[src/rtl/sseg_capture.sv]
// Recovers the 5-bit code shown on each digit of a multiplexed, active-low 7-segment bus.
// Inputs are synchronised and debounced; each stable, committed digit produces one update pulse.
module sseg_capture #(
    parameter int NDIG          = 4,
    parameter int STABLE_CYCLES = 8,
    parameter int SYNC_STAGES   = 2,
    localparam int IDXW         = (NDIG > 1) ? $clog2(NDIG) : 1
) (
    input  logic                  clk,
    input  logic                  rst_n,
    input  logic [6:0]            sseg_in,
    input  logic [NDIG-1:0]       an_in,
    output logic [5*NDIG-1:0]     digits_out,
    output logic [NDIG-1:0]       digit_valid,
    output logic                  upd_pulse,
    output logic [IDXW-1:0]       upd_idx,
    output logic                  err_pulse
);

    localparam int SW = NDIG + 7;
    localparam int CW = $clog2(STABLE_CYCLES + 1);
    localparam logic [CW-1:0] COUNT_MAX    = CW'(STABLE_CYCLES);
    localparam logic [CW-1:0] COUNT_COMMIT = CW'(STABLE_CYCLES - 1);

    typedef enum logic [1:0] {
        IDLE   = 2'd0,
        SETTLE = 2'd1,
        HOLD   = 2'd2
    } state_t;

    state_t          state_q;
    state_t          state_d;
    logic [SW-1:0]   sync_q [SYNC_STAGES];
    logic [SW-1:0]   prev_snap;
    logic [SW-1:0]   snap;
    logic [NDIG-1:0] snap_an;
    logic [6:0]      snap_seg;
    logic [CW-1:0]   count_q;
    logic [CW-1:0]   count_d;
    logic            snap_changed;
    logic            an_idle;
    logic            an_onehot;
    logic            do_commit;
    logic [IDXW-1:0] sel_idx;
    logic [4:0]      sel_code;
    logic [4:0]      digit_q [NDIG];

    function automatic logic [4:0] decode(input logic [6:0] seg);
        logic [4:0] code;
        case (seg)
            7'b0000001: code = 5'h00;
            7'b1001111: code = 5'h01;
            7'b0010010: code = 5'h02;
            7'b0000110: code = 5'h03;
            7'b1001100: code = 5'h04;
            7'b0100100: code = 5'h05;
            7'b0100000: code = 5'h06;
            7'b0001111: code = 5'h07;
            7'b0000000: code = 5'h08;
            7'b0000100: code = 5'h09;
            7'b0001000: code = 5'h0A;
            7'b1100000: code = 5'h0B;
            7'b0110001: code = 5'h0C;
            7'b1000010: code = 5'h0D;
            7'b0110000: code = 5'h0E;
            7'b0111000: code = 5'h0F;
            7'b1111111: code = 5'h10;
            default:    code = 5'h1F;
        endcase
        return code;
    endfunction

    // Anodes and segments travel through the synchroniser as one word so a snap is coherent.
    always_ff @(posedge clk or negedge rst_n) begin
        if (!rst_n) begin
            for (int i = 0; i < SYNC_STAGES; i++) begin
                sync_q[i] <= '1;
            end
        end else begin
            sync_q[0] <= {an_in, sseg_in};
            for (int i = 1; i < SYNC_STAGES; i++) begin
                sync_q[i] <= sync_q[i-1];
            end
        end
    end

    assign snap         = sync_q[SYNC_STAGES-1];
    assign snap_an      = snap[SW-1:7];
    assign snap_seg     = snap[6:0];
    assign snap_changed = (snap != prev_snap);
    assign an_idle      = &snap_an;
    assign an_onehot    = ($countones(~snap_an) == 1);
    assign sel_code     = decode(snap_seg);

    always_comb begin
        sel_idx = '0;
        for (int i = 0; i < NDIG; i++) begin
            if (!snap_an[i]) begin
                sel_idx = IDXW'(i);
            end
        end
    end

    always_comb begin
        count_d = count_q;
        if (snap_changed) begin
            count_d = '0;
        end else if (count_q != COUNT_MAX) begin
            count_d = count_q + 1'b1;
        end
    end

    always_ff @(posedge clk or negedge rst_n) begin
        if (!rst_n) begin
            prev_snap <= '1;
            count_q   <= '0;
        end else begin
            prev_snap <= snap;
            count_q   <= count_d;
        end
    end

    // The commit decision looks at the count being loaded this edge, so the pulse
    // lands on the same edge the count reaches STABLE_CYCLES-1.
    always_comb begin
        state_d   = state_q;
        do_commit = 1'b0;
        case (state_q)
            IDLE: begin
                if (!an_idle) begin
                    state_d = SETTLE;
                end
            end
            SETTLE: begin
                if (an_idle) begin
                    state_d = IDLE;
                end else if (count_d == COUNT_COMMIT) begin
                    do_commit = 1'b1;
                    state_d   = HOLD;
                end
            end
            HOLD: begin
                if (snap_changed) begin
                    state_d = an_idle ? IDLE : SETTLE;
                end
            end
            default: begin
                state_d = IDLE;
            end
        endcase
    end

    always_ff @(posedge clk or negedge rst_n) begin
        if (!rst_n) begin
            state_q <= IDLE;
        end else begin
            state_q <= state_d;
        end
    end

    always_ff @(posedge clk or negedge rst_n) begin
        if (!rst_n) begin
            for (int i = 0; i < NDIG; i++) begin
                digit_q[i] <= 5'h10;
            end
            digit_valid <= '0;
            upd_pulse   <= 1'b0;
            upd_idx     <= '0;
            err_pulse   <= 1'b0;
        end else begin
            upd_pulse <= 1'b0;
            err_pulse <= 1'b0;
            if (do_commit) begin
                if (an_onehot) begin
                    digit_q[sel_idx]     <= sel_code;
                    digit_valid[sel_idx] <= 1'b1;
                    upd_pulse            <= 1'b1;
                    upd_idx              <= sel_idx;
                    err_pulse            <= (sel_code == 5'h1F);
                end else begin
                    // Several anodes low at once: flag it, keep every stored digit.
                    err_pulse <= 1'b1;
                end
            end
        end
    end

    for (genvar g = 0; g < NDIG; g++) begin : g_pack
        assign digits_out[5*g +: 5] = digit_q[g];
    end

endmodule

[config.mk]
export PLATFORM = sky130hd
export DESIGN_NAME = sseg_capture
export DESIGN_NICKNAME = d
export VERILOG_FILES = /design/src/rtl/sseg_capture.sv
export SDC_FILE = /design/constraint.sdc
export NUM_CORES = 1
export LEC_CHECK = 0
export BUFFER_PORTS_ARGS = -buffer_cell sky130_fd_sc_hd__buf_2
export CAP_MARGIN = 0
export CORE_MARGIN = 2
export CORE_UTILIZATION = 51
export DETAILED_ROUTE_END_ITERATION = 16
export GPL_ROUTABILITY_DRIVEN = 0
export GPL_TIMING_DRIVEN = 0
export PLACE_DENSITY = 0.75
export SYNTH_ARGS = -nofsm -noshare
export SYNTH_HDL_FRONTEND = slang
export SYNTH_SLANG_ARGS = --single-unit
[constraint.sdc]
create_clock -name clk -period 3.19 [get_ports clk]
set_clock_uncertainty 0.05 [all_clocks]
set_input_delay 0.1595 -clock clk [delete_from_list [all_inputs] [get_ports clk]]
set_output_delay 0.1595 -clock clk [all_outputs]
set_load 0.02 [all_outputs]
# Yosys cells after proc, flatten, opt, wreduce, memory -nomap -nowiden
# Cells that the tools add are included.
[word_totals]
out_inout_bits = 28
word_cells = 81
memories = 0
mem_bits_ro = 0
ramBits = 0
regBits = 67
inputBits = 13
latch_bits = 0
[op_classes]
add_sub_neg = 4
n_shift = 0
n_bitwise = 3
n_mul = 0
order_cmp = 4
div_mod_pow = 0
mux = 24
n_eq_ne = 26
reduce_logical = 7
[op_table]
columns = ["op", "count"]
rows = [
  ["$pmux 5 s17", 1],
  ["$eq 7x6->1 const B", 5],
  ["$eq 7x7->1 const B", 5],
  ["$bwmux 20", 1],
  ["$eq 7x3->1 const B", 2],
  ["$eq 7x4->1 const B", 2],
  ["$mux 2", 6],
  ["$ne 11x11->1", 1],
  ["$demux 5 s2", 1],
  ["$mux 1", 10],
  ["$mux 4", 2],
  ["$eq 7x1->1 const B", 1],
  ["$eq 7x5->1 const B", 1],
  ["$logic_not 7->1", 1],
  ["$pmux 2 s3", 1],
  ["$eq 5x5->1 const B", 1],
  ["$mux 5", 1],
  ["$add 1x1->2", 2],
  ["$add 4x1->4 const B", 1],
  ["$eq 4x3->1 const B", 1],
  ["$ne 2x2->1 const B", 2],
  ["$ne 4x4->1 const B", 1],
  ["$not 4->4", 1],
  ["$or 4x4->4", 1],
  ["16 further kinds", 17],
]

# Depth between registers and ports, before layout
[logic_depth]
depth_word = 9
depth_mapped = 10
ltp_nobuf = 9

# Worst setup path before layout
# OpenSTA, ideal clock, no wires.
[synth_timing]
path_type = "register to register"
start = "register sync_q (netlist bit snap[8])"
end = "register digit_q (netlist bit digits_out[7])"
required_ns = 3.015
stages_incl_launch_ff = 11
slack_ns = 0.084
setup_time_ns = 0.125
n_path_buf = 1
t_arrival_ns = 2.932
synth_period_minus_slack_ns = 3.106
path_cell_list = "dfstp_2 -> fa_1 -> inv_1 -> ha_1 -> ha_1 -> or3b_1 -> clkbuf_1 -> nor4_1 -> nand4_1 -> nor2_1 -> mux2_2"
[synth_via]
elab_chain_cells = 9
[synth_lines]
columns = ["item", "line", "rtl"]
rows = [
  ["start, declared", "33", "logic [SW-1:0] sync_q [SYNC_STAGES];"],
  ["start signal, assigned by index", "82", "sync_q[i] <= sync_q[i-1];"],
  ["$mux 1", "98", "if (!snap_an[i]) begin"],
  ["$mux 2 (2 in a row)", "98", ""],
  ["$not 2->3 (implied by the code)", "175", "digit_q[sel_idx] <= sel_code;"],
  ["$ge 3x3->1 (implied by the code) / $lt 3x1->1 (equally long branches)", "175", ""],
  ["$logic_and 1x1->1 (implied by the code)", "175", ""],
  ["$mux 5 (implied by the code)", "175", ""],
  ["$demux 5 s2", "175", ""],
  ["$bwmux 20", "175", ""],
  ["end signal, assigned by index", "175", ""],
  ["end, declared", "46", "logic [4:0] digit_q [NDIG];"],
]
# Parallel ways exist; a longest one is shown, timed or not.
# A chain may end at the register's enable or synchronous reset.

# Final worst setup path
[layout_timing]
start = "register sync_q (netlist bit snap[7])"
end = "register digit_q (netlist bit digits_out[8])"
[layout_via]
elab_chain_cells = 7
[layout_lines]
columns = ["item", "line", "rtl"]
rows = [
  ["$ne 11x11->1", "90", "assign snap_changed = (snap != prev_snap);"],
  ["$mux 4", "106", "if (snap_changed) begin"],
  ["$eq 4x3->1", "137", "end else if (count_d == COUNT_COMMIT) begin"],
  ["$mux 1", "137", ""],
  ["$mux 1", "135", "if (an_idle) begin"],
  ["$mux 1", "128", "case (state_q)"],
  ["$reduce_and 2->1 (no source line) (*)", "--", ""],
]
# Every way passes the cells marked *; elsewhere a longest branch is shown, timed or not.

==> metrics.cfg <==
[power_and_ir_drop]
leakage_nw = 1.694
finalPower_mw = 1.778
p_per_area_mw_per_mm2 = 471.0
ir_drop_mv = 0.3857

[global_routing]
antenna_found_initial = 0
grt_use_met3 = 0.05275
grt_pass1_wl_um = 10560
grt_max_degree = 68
busiest_layer = met2
globalRouteMet1Util = 0.2880
grt_pass1_vias = 2259
use_met2 = 0.3163
grt_overflow = 0
grtUsageTotal = 0.2117

[worst_setup_path]
path_class = flop to flop
crit_cells = 9
critPathCaptureType = flop
cp_cell_sequence = fa_1 -> inv_1 -> ha_1 -> ha_4 -> or3b_4 -> nor4_1 -> nand4_1 -> nor2_4 -> mux2_2
cp.arrival_ps = 3250
cp_max_fo = 5
crit_path_max_incr_delay_ps = 580
ff2ff_path_depth = 9
required_ps = 3370
crit_path_start_kind = flop
crit_family = simple AND/OR/NAND/NOR gates
slowest_stage = dfstp_2
critPathBufInv = 1

[layout]
n_antenna_cell = 0
finalCoreUtilization = 0.6416
nNetsFinal = 349
layout_common_cells = buf_2, dfstp_2, dfrtp_1
drive_gt1_frac = 0.4060
final_common_cell = buf_2
final_cells = 410
syn2layout_area_growth_pct = 22.58

[die]
num_rows = 28
die-width_um = 81.72
num_io_pins = 41
die_h_um = 81.72
dieArea_mm2 = 0.006678
fp.coreArea_mm2 = 0.005886
start_util = 0.5234

[synth]
synth_ff_type = dfstp_2
synth_area_mm2 = 0.003080
synth_area_per_cell_um2 = 11.67
synthDistinctLibCells = 55
syn-num-nets = 283
yosys_warnings = 0
synthArstFlopShare = 1.000
syn-instance-count = 264
synth_edf_count = 0
synth-seq-cells = 67
ys_seq_area_frac = 0.5593

[clock_tree]
cts_root_buffer = clkbuf_8
clk_latency_ps = 340
cts_made_buffers = 9
clk_pin_slew_ps = 70
clk_path_buf_depth = 2
cts_max_level = 3
clock_sinks = 67
cts_tree = built

[place]
post-dp-hpwl_um = 4307
dp.cells = 379
io_buffers = 40

[hold_path]
min_path_type = flop to flop
min_path_cells = 0

[sta]
fin_crit_sh = 0.9621
fmax_mhz = 325.8
tightest_slew_ps = 859.8
hold_viol_final = 0
relSlewSlack = 0.4253
setup_viol = 0
setup_tns_ps = 0
drv_slew = 0
final.min_clock_period_ps = 3069

[flow_run]
maxCapViolations = 0

[detailed_routing]
routed_wl_um = 6298
viasPerCell = 5.578
first_pass_iters = 4
wl_per_cell_um = 15.36
drc = 0
ant_nets = 0
first_iter_violations = 126
vias = 2287

[run_status]
outcome = complete, no violations

==> through the flow <==
step	cell area (µm²)	worst slack (ps)	hold slack, ps
2_1_floorplan	3080	83.55	-186.1
3_3_place_gp	3374	-233.4	214.2
3_5_place_dp	3374	-276.0	215.6
4_1_cts	3721	25.18	139.8
5_1_grt	3776	-12.20	310.2
6_report	3776	121.0	303.2
==> per-layer routing <==
layer,vias to the layer above,part of all wire,wire (µm)
li1,1083,-,-
met1,1116,0.47,2952
met2,73,0.45,2863
met3,15,0.053,335
met4,0,0.023,146
met5,-,0,0
==> sequential cells by signal, indices dropped and copies added (netlist names) <==
name         flops
digits_out      20
upd_pulse        1
snap            11
err_pulse        1
state_q          2
digit_valid      4
sync_q          11
upd_idx          2
count_q          4
prev_snap       11
==> report_power, final <==
| group | switching (mW) | total (mW) | internal (mW) | leakage, nW |
|---|---|---|---|---|
| clock | 0.318 | 0.728 | 0.410 | 0.105 |
| combinational | 0.0834 | 0.146 | 0.0627 | 0.787 |
| sequential | 0.0159 | 0.905 | 0.889 | 0.803 |
| total | 0.417 | 1.78 | 1.36 | 1.69 |
==> logic make-up (layout without fill, tap and decap cells) <==
family                     after synthesis  after routing  synth area share
AOI/OAI and AO/OA                       48             48           0.09627
adders and majority gates                6              6           0.02681
buffers and inverters                   23             94           0.03574
DFF                                     67             67            0.5593
and+or+nand+nor                         93             93            0.1970
xor gates and xnor gates                17             17           0.04834
muxes                                   10             10           0.03656
==> final cells by class <==
| type | count | area, µm² |
|---|---|---|
| well taps | 75 | 93.84 |
| inverters | 9 | 33.78 |
| plain buffers | 13 | 72.57 |
| repair buffers | 56 | 352.8 |
| clock buffers | 11 | 152.6 |
| clock inverters | 5 | 60.06 |
| multi-input cells | 174 | 1287 |
| fillers | 477 | 2110 |
| flip-flops and latches | 67 | 1723 |
==> Yosys cell counts (5+ instances only) <==
| library cell | n | share of area |
|---|---|---|
| a31oi_1 | 5 | 0.010 |
| or2_2 | 5 | 0.010 |
| nor2b_1 | 7 | 0.014 |
| inv_1 | 9 | 0.011 |
| nand2_1 | 11 | 0.013 |
| buf_2 | 9 | 0.015 |
| a21oi_1 | 21 | 0.034 |
| mux2_2 | 10 | 0.037 |
| xor2_1 | 14 | 0.040 |
| dfstp_2 | 37 | 0.32 |
| nor3_1 | 6 | 0.0097 |
| nor2_1 | 11 | 0.013 |
| nor4_1 | 14 | 0.028 |
| ha_1 | 5 | 0.020 |
| dfrtp_1 | 30 | 0.24 |
| o21ai_0 | 7 | 0.011 |
==> what timing repair did <==
item | 4_1_cts | 5_1_grt
pin swaps | 1 | 3
setup endpoints to repair | 11 | 11
setup buffers | 2 | 2
gates resized for setup | 4 | 4
hold endpoints to repair | 11 | 30
hold buffers | 11 | 1
==> worst paths after layout <==
kind                            start  slack [ps]              to
setup / recovery              snap[7]         120   digits_out[8]
hold reg to reg            sync_q[11]         300         snap[0]
setup reg to reg              snap[7]         120   digits_out[8]
min in group asynchronous       rst_n         400      count_q[1]
max in group asynchronous       rst_n        2180  digits_out[12]
hold / removal             sync_q[11]         300         snap[0]
Note: power is estimated with default switching activity, not from simulation.
